$ cat src/rtl/mux_ctrl_pkg.sv
// Shared definitions for the two-requester mux arbiter.
//   state_t : arbiter FSM encoding (IDLE, GRANT_A, GRANT_B)
//   SEL_A / SEL_B : mux select values. They also encode "which requester"
//                   wherever a one-bit side identifier is needed, such as the
//                   last-served pointer.
package mux_ctrl_pkg;

    typedef enum logic [1:0] {
        ST_IDLE    = 2'd0,
        ST_GRANT_A = 2'd1,
        ST_GRANT_B = 2'd2
    } state_t;

    localparam logic SEL_A = 1'b0;
    localparam logic SEL_B = 1'b1;

endpackage

$ cat src/rtl/mux2_to_1.sv
// One-bit 2-to-1 multiplexer, the basic cell of the shared mux path.
// Ports:
//   a   : input selected when sel = 0
//   b   : input selected when sel = 1
//   sel : select
//   y   : selected output
module mux2_to_1 (
    input  logic a,
    input  logic b,
    input  logic sel,
    output logic y
);

    assign y = sel ? b : a;

endmodule

$ cat src/rtl/rr_pick2.sv
// Combinational two-way round-robin pick.
// Ports:
//   req_a, req_b : pending requests
//   ptr          : requester served last (SEL_A / SEL_B)
//   any_req      : at least one requester is asking
//   pick_b       : 1 when B wins, 0 when A wins (meaningful only with any_req)
module rr_pick2
    import mux_ctrl_pkg::*;
(
    input  logic req_a,
    input  logic req_b,
    input  logic ptr,
    output logic any_req,
    output logic pick_b
);

    assign any_req = req_a | req_b;

    // B wins when it is the only requester, or when both are requesting
    // and A was the one served last.
    assign pick_b = req_b & (~req_a | (ptr == SEL_A));

endmodule

$ cat src/rtl/mux2_rr_arbiter.sv
// Round-robin arbiter and sequencer for a shared W-bit 2-to-1 mux path.
// It grants one of two valid/last/data streams at a time, drives the mux
// select, and forwards the granted stream to one valid/ready sink.
// Ports:
//   clk, rst_n           : clock, synchronous active-low reset
//   req_a/data_a/last_a  : stream A (valid, payload, end-of-packet)
//   req_b/data_b/last_b  : stream B
//   out_ready            : sink accepts a beat
//   gnt_a, gnt_b         : beat consumed from A / B this cycle
//   out_valid/out_data/out_last : forwarded stream
//   sel                  : registered mux select (0 = A, 1 = B)
//   busy                 : a grant is held
module mux2_rr_arbiter
    import mux_ctrl_pkg::*;
#(
    parameter int W         = 8,
    parameter int MAX_BEATS = 4
) (
    input  logic         clk,
    input  logic         rst_n,
    input  logic         req_a,
    input  logic [W-1:0] data_a,
    input  logic         last_a,
    input  logic         req_b,
    input  logic [W-1:0] data_b,
    input  logic         last_b,
    input  logic         out_ready,
    output logic         gnt_a,
    output logic         gnt_b,
    output logic         out_valid,
    output logic [W-1:0] out_data,
    output logic         out_last,
    output logic         sel,
    output logic         busy
);

    localparam int               CNT_W   = $clog2(MAX_BEATS) + 1;
    localparam logic [CNT_W-1:0] CNT_CAP = CNT_W'(MAX_BEATS - 1);

    state_t           state_q, state_d;
    logic             sel_q, sel_d;
    logic             ptr_q, ptr_d;
    logic [CNT_W-1:0] cnt_q, cnt_d;

    logic pick_any;
    logic pick_b;
    logic grant_b;
    logic granted_req;
    logic granted_last;
    logic other_req;
    logic xfer;
    logic rel_now;

    rr_pick2 u_pick (
        .req_a   (req_a),
        .req_b   (req_b),
        .ptr     (ptr_q),
        .any_req (pick_any),
        .pick_b  (pick_b)
    );

    // Shared datapath: one 1-bit mux per data bit plus one for the last flag,
    // all steered by the registered select.
    for (genvar i = 0; i < W; i++) begin : g_data_mux
        mux2_to_1 u_mux (
            .a   (data_a[i]),
            .b   (data_b[i]),
            .sel (sel_q),
            .y   (out_data[i])
        );
    end

    mux2_to_1 u_last_mux (
        .a   (last_a),
        .b   (last_b),
        .sel (sel_q),
        .y   (out_last)
    );

    // Signals of the side currently holding the grant, derived from the
    // state so the handshake does not depend on the select register.
    assign grant_b      = (state_q == ST_GRANT_B);
    assign granted_req  = grant_b ? req_b  : req_a;
    assign granted_last = grant_b ? last_b : last_a;
    assign other_req    = grant_b ? req_a  : req_b;

    // Next-state, counter and handshake logic. The reset term in out_valid
    // keeps a beat from completing in a cycle where reset is asserted, so a
    // packet interrupted by reset is dropped without a half-finished beat.
    always_comb begin
        state_d   = state_q;
        sel_d     = sel_q;
        ptr_d     = ptr_q;
        cnt_d     = cnt_q;
        out_valid = 1'b0;
        gnt_a     = 1'b0;
        gnt_b     = 1'b0;
        xfer      = 1'b0;
        rel_now   = 1'b0;

        unique case (state_q)
            ST_IDLE: begin
                if (pick_any) begin
                    state_d = pick_b ? ST_GRANT_B : ST_GRANT_A;
                    sel_d   = pick_b ? SEL_B : SEL_A;
                    cnt_d   = '0;
                end
            end

            ST_GRANT_A, ST_GRANT_B: begin
                out_valid = granted_req & rst_n;
                xfer      = out_valid & out_ready;
                gnt_a     = xfer & ~grant_b;
                gnt_b     = xfer &  grant_b;
                rel_now   = xfer & (granted_last | (cnt_q == CNT_CAP));

                if (rel_now) begin
                    // Hand straight over to a waiting requester, else go idle.
                    ptr_d = grant_b ? SEL_B : SEL_A;
                    cnt_d = '0;
                    if (other_req) begin
                        state_d = grant_b ? ST_GRANT_A : ST_GRANT_B;
                        sel_d   = grant_b ? SEL_A : SEL_B;
                    end else begin
                        state_d = ST_IDLE;
                    end
                end else if (xfer) begin
                    cnt_d = cnt_q + CNT_W'(1);
                end
            end

            default: begin
                state_d = ST_IDLE;
            end
        endcase
    end

    // State registers. The pointer resets to B so that A wins the first tie.
    always_ff @(posedge clk) begin
        if (!rst_n) begin
            state_q <= ST_IDLE;
            sel_q   <= SEL_A;
            ptr_q   <= SEL_B;
            cnt_q   <= '0;
        end else begin
            state_q <= state_d;
            sel_q   <= sel_d;
            ptr_q   <= ptr_d;
            cnt_q   <= cnt_d;
        end
    end

    assign sel  = sel_q;
    assign busy = (state_q != ST_IDLE);

endmodule

$ cat config.mk
export PLATFORM = sky130hd
export DESIGN_NAME = mux2_rr_arbiter
export DESIGN_NICKNAME = d
export VERILOG_FILES = /design/src/rtl/mux_ctrl_pkg.sv /design/src/rtl/mux2_to_1.sv /design/src/rtl/rr_pick2.sv /design/src/rtl/mux2_rr_arbiter.sv
export SDC_FILE = /design/constraint.sdc
export NUM_CORES = 1
export LEC_CHECK = 0
export ABC_AREA = 1
export CAP_MARGIN = 20
export CORE_MARGIN = 4
export CORE_UTILIZATION = 41
export DETAILED_ROUTE_END_ITERATION = 16
export PLACE_DENSITY = 0.85
export SLEW_MARGIN = 15
export SYNTH_ARGS = -nofsm -noshare
export SYNTH_HDL_FRONTEND = slang
export SYNTH_SLANG_ARGS = --single-unit
export TNS_END_PERCENT = 100
$ cat constraint.sdc
create_clock -name clk -period 1.7 [get_ports clk]
set_input_delay 0.255 -clock clk [delete_from_list [all_inputs] [get_ports clk]]
set_output_delay 0.255 -clock clk [all_outputs]
set_load 0.01 [all_outputs]
==> impl_metrics.py, run 1 <==
metrics = {
    "synthesis": {
        "ys_ff_latch": 7,
        "ys_seq_area_share_pct": 17.6,
        "syn_area_um2": 797,
        "syn_inst": 126,
        "yosysWarnings": 0,
        "synth_area_leaders": "nand2_1, dfxtp_1, ha_1",
        "yosys.area.top_type": "nand2_1",
        "synth_nets": 155,
        "synth_top_area_share_pct": 20.3,
        "yosysUniqueCellTypes": 26,
        "avgSynthCellArea_um2": 6.33,
    },
    "floorplan": {
        "die_w_um": 52.1,
        "die_area_mm2": 0.00271,
        "start_util_pct": 44.7,
        "io_pins": 37,
        "core-area_mm2": 0.00178,
        "die_y_um": 52.1,
        "rows": 15,
    },
    "routing": {
        "drt_pass1_iterations": 4,
        "ant_nets": 0,
        "drc": 0,
        "wl_um": 2480,
        "drt_iter0_markers": 22,
        "vias": 986,
        "wl_per_cell_um": 12.5,
        "viasPerCell": 4.98,
    },
    "worst_setup_path": {
        "r2r-start": "state_q[0]",
        "path_cells": "inv_4 > ha_4 > nand2_4 > nand2_4 > nor2_4 > nand2_2 > nor3_2 > buf_2",
        "crit_buf_inv": 2,
        "cp_max_fo": 3,
        "cpMostUsedCell": "nand2_4",
        "crit_family": "simple AND/OR/NAND/NOR gates",
        "ff2ff_setup_slack_ps": 80,
        "cp-end-kind": "primary output",
        "r2r_cells": 12,
        "cp.required_ps": 1440,
        "startpoint": "state_q[0]",
        "critical-path-max-stage-delay_ps": 360,
        "cp-start-kind": "flop",
        "setup.worst_path.end": "gnt_a",
        "worstPathArrival_ps": 1410,
        "critical_path_class": "flop to primary output",
        "cp_slowest_cell": "dfxtp_2",
        "cp.depth": 8,
        "r2r-end": "state_q[0]",
    },
    "clock_tree": {
        "cts_hold_buf": 0,
        "cts-buffers-inserted": 3,
        "clock_sinks": 7,
        "cts_buffer_depth": 2,
        "root_buffer": "clkbuf_4",
        "cts_tree": "done",
        "clkTransAtPathRegs_ps": 60,
        "htree_num_levels": 1,
        "clock_latency_ps": 270,
    },
    "placed_design": {
        "gp_congestion": 0.825,
        "hpwl_um": 1970,
        "numPortBuffers": 36,
        "postPlaceCellArea_mm2": 0.00121,
    },
    "finish": {
        "num-nets-final": 203,
        "fin_util_pct": 74.4,
        "insertedDiodeCount": 0,
        "syn2layout_area_growth_pct": 66.4,
        "final_common_cell": "nand2_1",
        "layout_common_cells": "nand2_1, clkdlybuf4s50_1, buf_4, inv_1, nor2_1",
        "layout-drive-gt1-share_pct": 28.9,
        "final_cell_area_mm2": 0.00133,
    },
    "sta": {
        "timing.hold.ws_ps": 489,
        "fmax_mhz": 602,
        "worst_slew_pin_slew_ps": 205,
        "min_period_over_period_pct": 97.8,
        "period_needed_ps": 1660,
        "hold_viol": 0,
        "relSlewSlack_pct": 86.3,
        "drv_slew": 0,
        "setup_viol": 0,
        "rsz0062_at_grt": "yes",
        "fin_skew_ps": 8.42,
    },
    "pwr": {
        "vdd_drop_max_uv": 1180,
        "power_density_mw_per_mm2": 1600,
        "leakage_uw": 0.000686,
    },
    "global_routing": {
        "grt_usage_pct": 18.2,
        "first_global_vias": 916,
        "antenna_found_initial": 0,
        "overflow": 0,
        "grt_start_max_net_pins": 12,
        "grt_pass1_wl_um": 3710,
    },
    "status": {
        "status": "completed",
    },
    "min_path": {
        "hp-class": "flop to flop",
    },
    "run": {
        "drv_cap": 0,
    },
}
## routing by layer
layer | part of all wire (%) | vias up | track usage, % | routed length [um]
met5 | 0 | - | 0 | 0
met4 | 1.4 | 0 | 6.55 | 34
met3 | 8.6 | 5 | 5.16 | 212
met2 | 52 | 34 | 36.0 | 1280
met1 | 38 | 462 | 17.2 | 953
li1 | - | 485 | - | -
## cells by family after synthesis
family	synth area share, %
AO/OA/AOI/OAI	7.06
adder cells (fa/ha/maj)	9.42
buffers and inverters	18.7
flip-flops	17.6
AND/OR/NAND/NOR	47.3
## sequential cells by signal, summed over array words and instances (netlist names)
name / flops
cnt_q: 3
state_q: 2
sel: 1
ptr_q: 1
## final cells by class
type / count / area, um2
clock buffer: 4 / 26.3
timing repair buffer: 54 / 489
multi-input combinational: 93 / 574
tap: 25 / 31.3
sequential: 7 / 144
fill: 120 / 457
inverter: 15 / 61.3
## synthesized netlist by cell type
cell / number
a21oi_1: 3
and2_4: 1
buf_2: 1
buf_4: 8
clkbuf_8: 2
clkinv_1: 1
dfxtp_1: 7
ha_1: 6
inv_1: 12
inv_2: 2
nand2_1: 43
nand2_2: 4
nand2_4: 1
nand3_1: 6
nand3_2: 2
nand3_4: 1
nand3b_1: 3
nand4_1: 2
nor2_1: 9
nor2_2: 2
nor2_4: 1
nor3_1: 2
o21a_1: 2
o21ai_0: 3
o21ai_1: 1
o22ai_1: 1
## worst min-delay path by stage
stage | endpoint | from | cells after the start | slack, ps
finish | cnt_q[2] | cnt_q[2] | 2 | 490
global placement | cnt_q[0] | cnt_q[0] | 2 | 460
detailed placement | cnt_q[0] | cnt_q[0] | 2 | 480
floorplan | cnt_q[0] | cnt_q[0] | 2 | 440
global route | cnt_q[2] | cnt_q[2] | 2 | 510
CTS | cnt_q[0] | cnt_q[0] | 2 | 480
## where the power goes
part,switching [uW],internal (uW)
Clock,72.4,90.3
Combinational,870,786
Sequential,61.6,238
Total,1000,1110
## worst reg2reg max path, delay by kind of cell, from the launching register on
| family | cells | cell delay (ps) |
|---|---|---|
| flops | 1 | 360 |
| simple gates | 7 | 590 |
| compound gates | 1 | 120 |
| fa+ha+maj | 1 | 170 |
| buf+inv | 3 | 270 |
## repair_timing
item                                    in CTS  in global routing
gates resized for setup                     19                 20
buffers inserted                             0                  3
pin swaps                                    2                  3
endpoints found under the setup margin      14                 16
## per-stage QoR
stage / instances / setup WS (ps) / total power [uW] / TNS, ps
floorplan: 126 / 190 / 1320 / 0
global placement: 191 / -287 / 1730 / -682
detailed placement: 191 / -332 / 1800 / -850
CTS: 195 / -78.5 / 1950 / -116
global route: 198 / -61.0 / 2290 / -200
finish: 198 / 37.6 / 2120 / 0
Power figures use the tool's default switching activity.
==> run 2, diff against run 1 <==
CTS_BUF_LIST = sky130_fd_sc_hd__clkbuf_16   (was default)
MAX_ROUTING_LAYER = met4   (was default)
==> impl_metrics.py, run 2 (synthesis gave the netlist of run 1 again) <==
metrics = {
    "status": {
        "status": "completed",
    },
    "finish": {
        "fin_util_pct": 75.3,
        "final_cell_area_mm2": 0.00134,
        "final_common_cell": "nand2_1",
        "largest_reg_flops": 3,
        "num-nets-final": 201,
        "n_fill_cell": 120,
        "reg.largest.list": "cnt_q x3, state_q x2",
        "layout_common_cells": "nand2_1, clkdlybuf4s50_1, buf_4, inv_1, nor2_1",
        "layout-drive-gt1-share_pct": 28.1,
        "insertedDiodeCount": 0,
        "final_cell_count_no_fill": 196,
        "syn2layout_area_growth_pct": 68.4,
        "top_register": "cnt_q",
    },
    "sta": {
        "setup_viol": 0,
        "fin_skew_ps": 3.53,
        "min_period_over_period_pct": 98.3,
        "fmax_mhz": 598,
        "hold_viol": 0,
        "rsz0062_at_grt": "yes",
        "period_needed_ps": 1670,
        "relSlewSlack_pct": 88.0,
        "drv_slew": 0,
        "worst_slew_pin_slew_ps": 180,
    },
    "floorplan": {
        "core-area_mm2": 0.00178,
        "rows": 15,
        "start_util_pct": 44.7,
        "die_area_mm2": 0.00271,
        "io_pins": 37,
        "die_y_um": 52.1,
        "die_w_um": 52.1,
    },
    "routing": {
        "ant_nets": 0,
        "vias": 954,
        "wl_um": 2360,
        "drt_pass1_iterations": 4,
        "viasPerCell": 4.87,
        "drt_iter0_markers": 8,
        "drc": 0,
        "wl_per_cell_um": 12.0,
    },
    "worst_setup_path": {
        "critical-path-max-stage-delay_ps": 530,
        "cp.required_ps": 1440,
        "path_cells": "buf_4 > nand2_1 > nand2_1 > clkdlybuf4s50_1",
        "cpMostUsedCell": "nand2_1",
        "worstPathArrival_ps": 1420,
        "cp_max_fo": 7,
        "cp-start-kind": "flop",
        "cp-end-kind": "primary output",
        "critical_path_class": "flop to primary output",
        "crit_family": "buffers and inverters",
        "crit_buf_inv": 2,
        "cp_slowest_cell": "clkdlybuf4s50_1",
    },
    "placed_design": {
        "numPortBuffers": 36,
        "gp_congestion": 0.838,
        "hpwl_um": 1970,
        "dp.cells": 191,
        "postPlaceCellArea_mm2": 0.00121,
    },
    "clock_tree": {
        "clock_latency_ps": 230,
        "clkTransAtPathRegs_ps": 40,
        "cts-buffers-inserted": 3,
        "clock_sinks": 7,
        "cts_buffer_depth": 2,
        "root_buffer": "clkbuf_16",
        "htree_num_levels": 1,
        "cts_hold_buf": 0,
        "cts_tree": "done",
    },
    "global_routing": {
        "grt_pass1_wl_um": 3770,
        "antenna_found_initial": 0,
        "overflow": 0,
        "first_global_vias": 906,
        "grt_start_max_net_pins": 12,
        "grt_usage_pct": 18.9,
    },
    "pwr": {
        "vdd_drop_max_uv": 1410,
        "leakage_uw": 0.000692,
        "power_density_mw_per_mm2": 1700,
    },
    "run": {
        "drv_cap": 0,
    },
    "min_path": {
        "hp-class": "flop to flop",
    },
}
run 2: changes by cell type in the layout (fill, tap and decap cells not counted), sizes merged:
cell / previous run / this run
buf: 21 / 19
clkdlybuf4s50: 25 / 27
dlygate4sd2: 3 / 1
clkbuf: 4 / 3
inv: 15 / 16
run 2: repair_timing:
action | 4_1_cts | 5_1_grt
pin swaps | 2 | 5
setup endpoints to repair | 14 | 12
setup buffers | 0 | 1
gates resized for setup | 20 | 14
run 2: worst paths after layout:
check / depth (start not counted) / end / slack [ps] / start
worst min-delay path: 2 / cnt_q[2] / 480 / cnt_q[2]
worst min register to register: 2 / cnt_q[2] / 480 / cnt_q[2]
worst max register to register: 11 / state_q[0] / 130 / state_q[0]
worst max-delay path: 4 / out_data[5] / 30 / sel
run 2: per-layer routing:
metal | part of all wire (%) | GRT usage, %
met3 | 8.6 | 6.02
met1 | 37 | 17.7
met5 | 0 | -
met2 | 53 | 36.4
met4 | 1.0 | 5.24
run 2: layout make-up:
class                           instances  area [um2]  area share (%)
Clock buffer                            3        75.1            5.59
Inverter                               15        58.8            4.38
Sequential cell                         7         144            10.7
Timing Repair Buffer                   52         480            35.8
Clock inverter                          1        3.75           0.280
Tap cell                               25        31.3            2.33
Multi-Input combinational cell         93         549            40.9
run 2: power breakdown:
part | leakage [uW] | switching (uW) | internal, uW | total (uW)
Clock | 0.0000423 | 89.2 | 306 | 395
Combinational | 0.000591 | 840 | 751 | 1590
Sequential | 0.0000586 | 56.7 | 239 | 296
run 2: through the flow:
step / setup slack, ps / total power [uW] / hold WS (ps) / setup TNS, ps
floorplan: 190 / 1320 / 443 / 0
global placement: -287 / 1730 / 458 / -682
detailed placement: -332 / 1800 / 476 / -850
CTS: 2.29 / 2230 / 485 / 0
global route: -13.7 / 2460 / 499 / -25.4
finish: 28.9 / 2280 / 482 / 0
run 2: worst reg2reg max path: cells and delay by family (launching register included):
family	cells	cell delay, ps
buf+inv	3	320
flops	1	320
simple gates	6	560
compound gates	1	130
fa+ha+maj	1	140
==> run 3, diff against run 2 <==
ABC_AREA = default   (was 1)
CAP_MARGIN = 40   (was 20)
CORE_UTILIZATION = 40   (was 41)
PLACE_DENSITY = 0.84   (was 0.85)
==> impl_metrics.py, run 3 <==
metrics = {
    "worst_setup_path": {
        "worstPathArrival_ps": 1930,
        "cp-end-kind": "flop",
        "cp.required_ps": 1860,
        "cp-start-kind": "flop",
        "ff2ff_setup_slack_ps": -70,
        "cp_max_fo": 4,
        "critical_path_class": "flop to flop",
    },
    "synthesis": {
        "syn_area_um2": 785,
        "synthAdderAreaFrac_pct": 9.57,
        "synth_simple_gate_area_share_pct": 18.0,
        "ys_seq_area_share_pct": 17.9,
        "avgSynthCellArea_um2": 9.12,
        "synth_top_family_by_area": "multiplexers",
        "yosysWarnings": 0,
        "synth_area_leaders": "dfxtp_1, mux2_2, ha_1",
        "synthMostInstantiatedCell": "mux2_2",
        "ys_ff_latch": 7,
        "synthMuxAreaShare_pct": 23.1,
        "synth_top_area_share_pct": 17.9,
        "async_flop_share_pct": 0,
        "yosysUniqueCellTypes": 29,
        "syn_inst": 86,
        "yosys.area.top_type": "dfxtp_1",
        "synth_edf_count": 0,
        "synth_flop_cell": "dfxtp_1",
        "synth-compound-area-share_pct": 18.0,
        "netlist_top_cells_count": "mux2_2, buf_4, dfxtp_1, inv_1, nand2_1",
        "synth_nets": 115,
        "yosys.area_share.xor_xnor_pct": 0,
    },
    "clock_tree": {
        "cts_buffer_depth": 2,
        "root_buffer": "clkbuf_16",
        "htree_num_levels": 1,
        "cts_tree": "done",
        "clock_sinks": 7,
        "clock_latency_ps": 240,
        "cts-buffers-inserted": 3,
        "clkTransAtPathRegs_ps": 40,
    },
    "finish": {
        "syn2layout_area_growth_pct": 82.8,
        "n_fill_cell": 95,
        "reg.largest.list": "cnt_q x3, state_q x2",
        "final_common_cell": "clkdlybuf4s50_1",
        "top_register": "cnt_q",
        "layout_common_cells": "clkdlybuf4s50_1, buf_4, mux2_2, dlygate4sd2_1",
        "insertedDiodeCount": 0,
        "fin_util_pct": 80.4,
        "largest_reg_flops": 3,
        "num-nets-final": 166,
        "final_cell_area_mm2": 0.00143,
        "layout-drive-gt1-share_pct": 42.6,
    },
    "placed_design": {
        "postPlaceCellArea_mm2": 0.00127,
        "gp_congestion": 0.827,
        "hpwl_um": 1660,
        "numPortBuffers": 36,
        "place_ws_ps": -241,
    },
    "global_routing": {
        "antenna_found_initial": 0,
        "overflow": 0,
        "first_global_vias": 909,
        "grt_start_max_net_pins": 11,
        "grt_pass1_wl_um": 4040,
        "grt_usage_pct": 20.8,
    },
    "sta": {
        "hold_viol": 0,
        "worst_slew_pin_slew_ps": 372,
        "fin_tns_setup_ps": -115,
        "period_needed_ps": 1770,
        "fmax_mhz": 565,
        "setup_ws_ps": -70.1,
        "relSlewSlack_pct": 75.2,
        "fin_skew_ps": 2.31,
        "min_period_over_period_pct": 104,
        "drv_slew": 0,
        "setup_viol": 5,
        "rsz0062_at_grt": "yes",
    },
    "routing": {
        "drt_pass1_iterations": 4,
        "drc": 0,
        "drt_iter0_markers": 13,
        "wl_um": 2520,
        "vias": 853,
        "ant_nets": 0,
        "wl_per_cell_um": 15.6,
        "viasPerCell": 5.30,
    },
    "pwr": {
        "power_density_mw_per_mm2": 1330,
        "leakage_uw": 0.000653,
        "vdd_drop_max_uv": 1200,
    },
    "run": {
        "drv_cap": 0,
    },
    "status": {
        "status": "finished, violations left",
        "violations": "setup timing",
    },
    "floorplan": {
        "rows": 15,
        "core-area_mm2": 0.00178,
        "die_area_mm2": 0.00273,
        "io_pins": 37,
        "start_util_pct": 44.0,
        "die_y_um": 52.3,
        "die_w_um": 52.3,
    },
    "min_path": {
        "hp-class": "flop to flop",
    },
}
-- run 3: cell count changes in the layout (fill, tap and decap cells not counted), sizes merged, moves of 4 or more --
cell	delta
nor2	-11
inv	-8
clkdlybuf4s50	-4
nand3	-8
nand2	-41
mux2	+11
buf	+6
mux2i	+5
dlygate4sd2	+7
-- run 3: logic make-up after synthesis --
| family | count (synthesis) |
|---|---|
| AND/OR/NAND/NOR | 25 |
| buffers and inverters | 19 |
| multiplexers | 16 |
| AO/OA/AOI/OAI | 13 |
| flip-flops | 7 |
| adder cells (fa/ha/maj) | 6 |
-- run 3: worst paths after layout --
check | endpoint | start | cells past startpoint
worst min register to register | cnt_q[2] | cnt_q[2] | 2
worst max-delay path | cnt_q[0] | state_q[0] | 8
worst max register to register | cnt_q[0] | state_q[0] | 8
worst min-delay path | cnt_q[2] | cnt_q[2] | 2
-- run 3: critical path, cell delays in order, from the launching register on --
cell      delay, ps
dfxtp_2         340
inv_4            60
buf_6           110
ha_4            170
mux2_4          340
o211ai_4        260
buf_6           150
nand3b_1        100
mux2i_1         160
-- run 3: what timing repair did --
item	4_1_cts	5_1_grt
gates cloned	0	0
pin swaps	5	3
hold buffers	0	0
setup endpoints to repair	19	11
buffers inserted	3	0
hold endpoints to repair	0	0
gates resized for setup	34	10
-- run 3: per-stage QoR --
step | total power [uW] | hold WS (ps) | cells
after floorplan | 950 | 438 | 86
after global placement | 1270 | 446 | 154
after detailed placement | 1310 | 462 | 154
after CTS | 1830 | 468 | 161
after global routing | 2010 | 508 | 161
final | 1900 | 462 | 161
-- run 3: layout make-up --
class / instances / area (um2) / share of cell area (%)
inverters: 7 / 28.8 / 2.01
clock buffers: 3 / 75.1 / 5.24
repair buffers: 58 / 549 / 38.3
well taps: 25 / 31.3 / 2.18
flip-flops and latches: 7 / 146 / 10.2
clock inverters: 1 / 3.75 / 0.262
multi-input cells: 60 / 599 / 41.8
-- run 3: report_power, final --
| part | switching [uW] | leakage, uW | internal (uW) | total [uW] |
|---|---|---|---|---|
| clock network | 110 | 0.0000423 | 308 | 418 |
| registers | 45.4 | 0.0000586 | 213 | 258 |
| logic | 545 | 0.000553 | 682 | 1230 |
| total | 701 | 0.000653 | 1200 | 1900 |
-- run 3: routing by layer --
layer | share of wire (%) | wire length (um) | global-route usage (%)
met2 | 53 | 1330 | 37.4
met5 | 0 | 0 | -
met3 | 5.0 | 125 | 3.42
met4 | 2.5 | 64 | 11.5
met1 | 40 | 1000 | 21.3
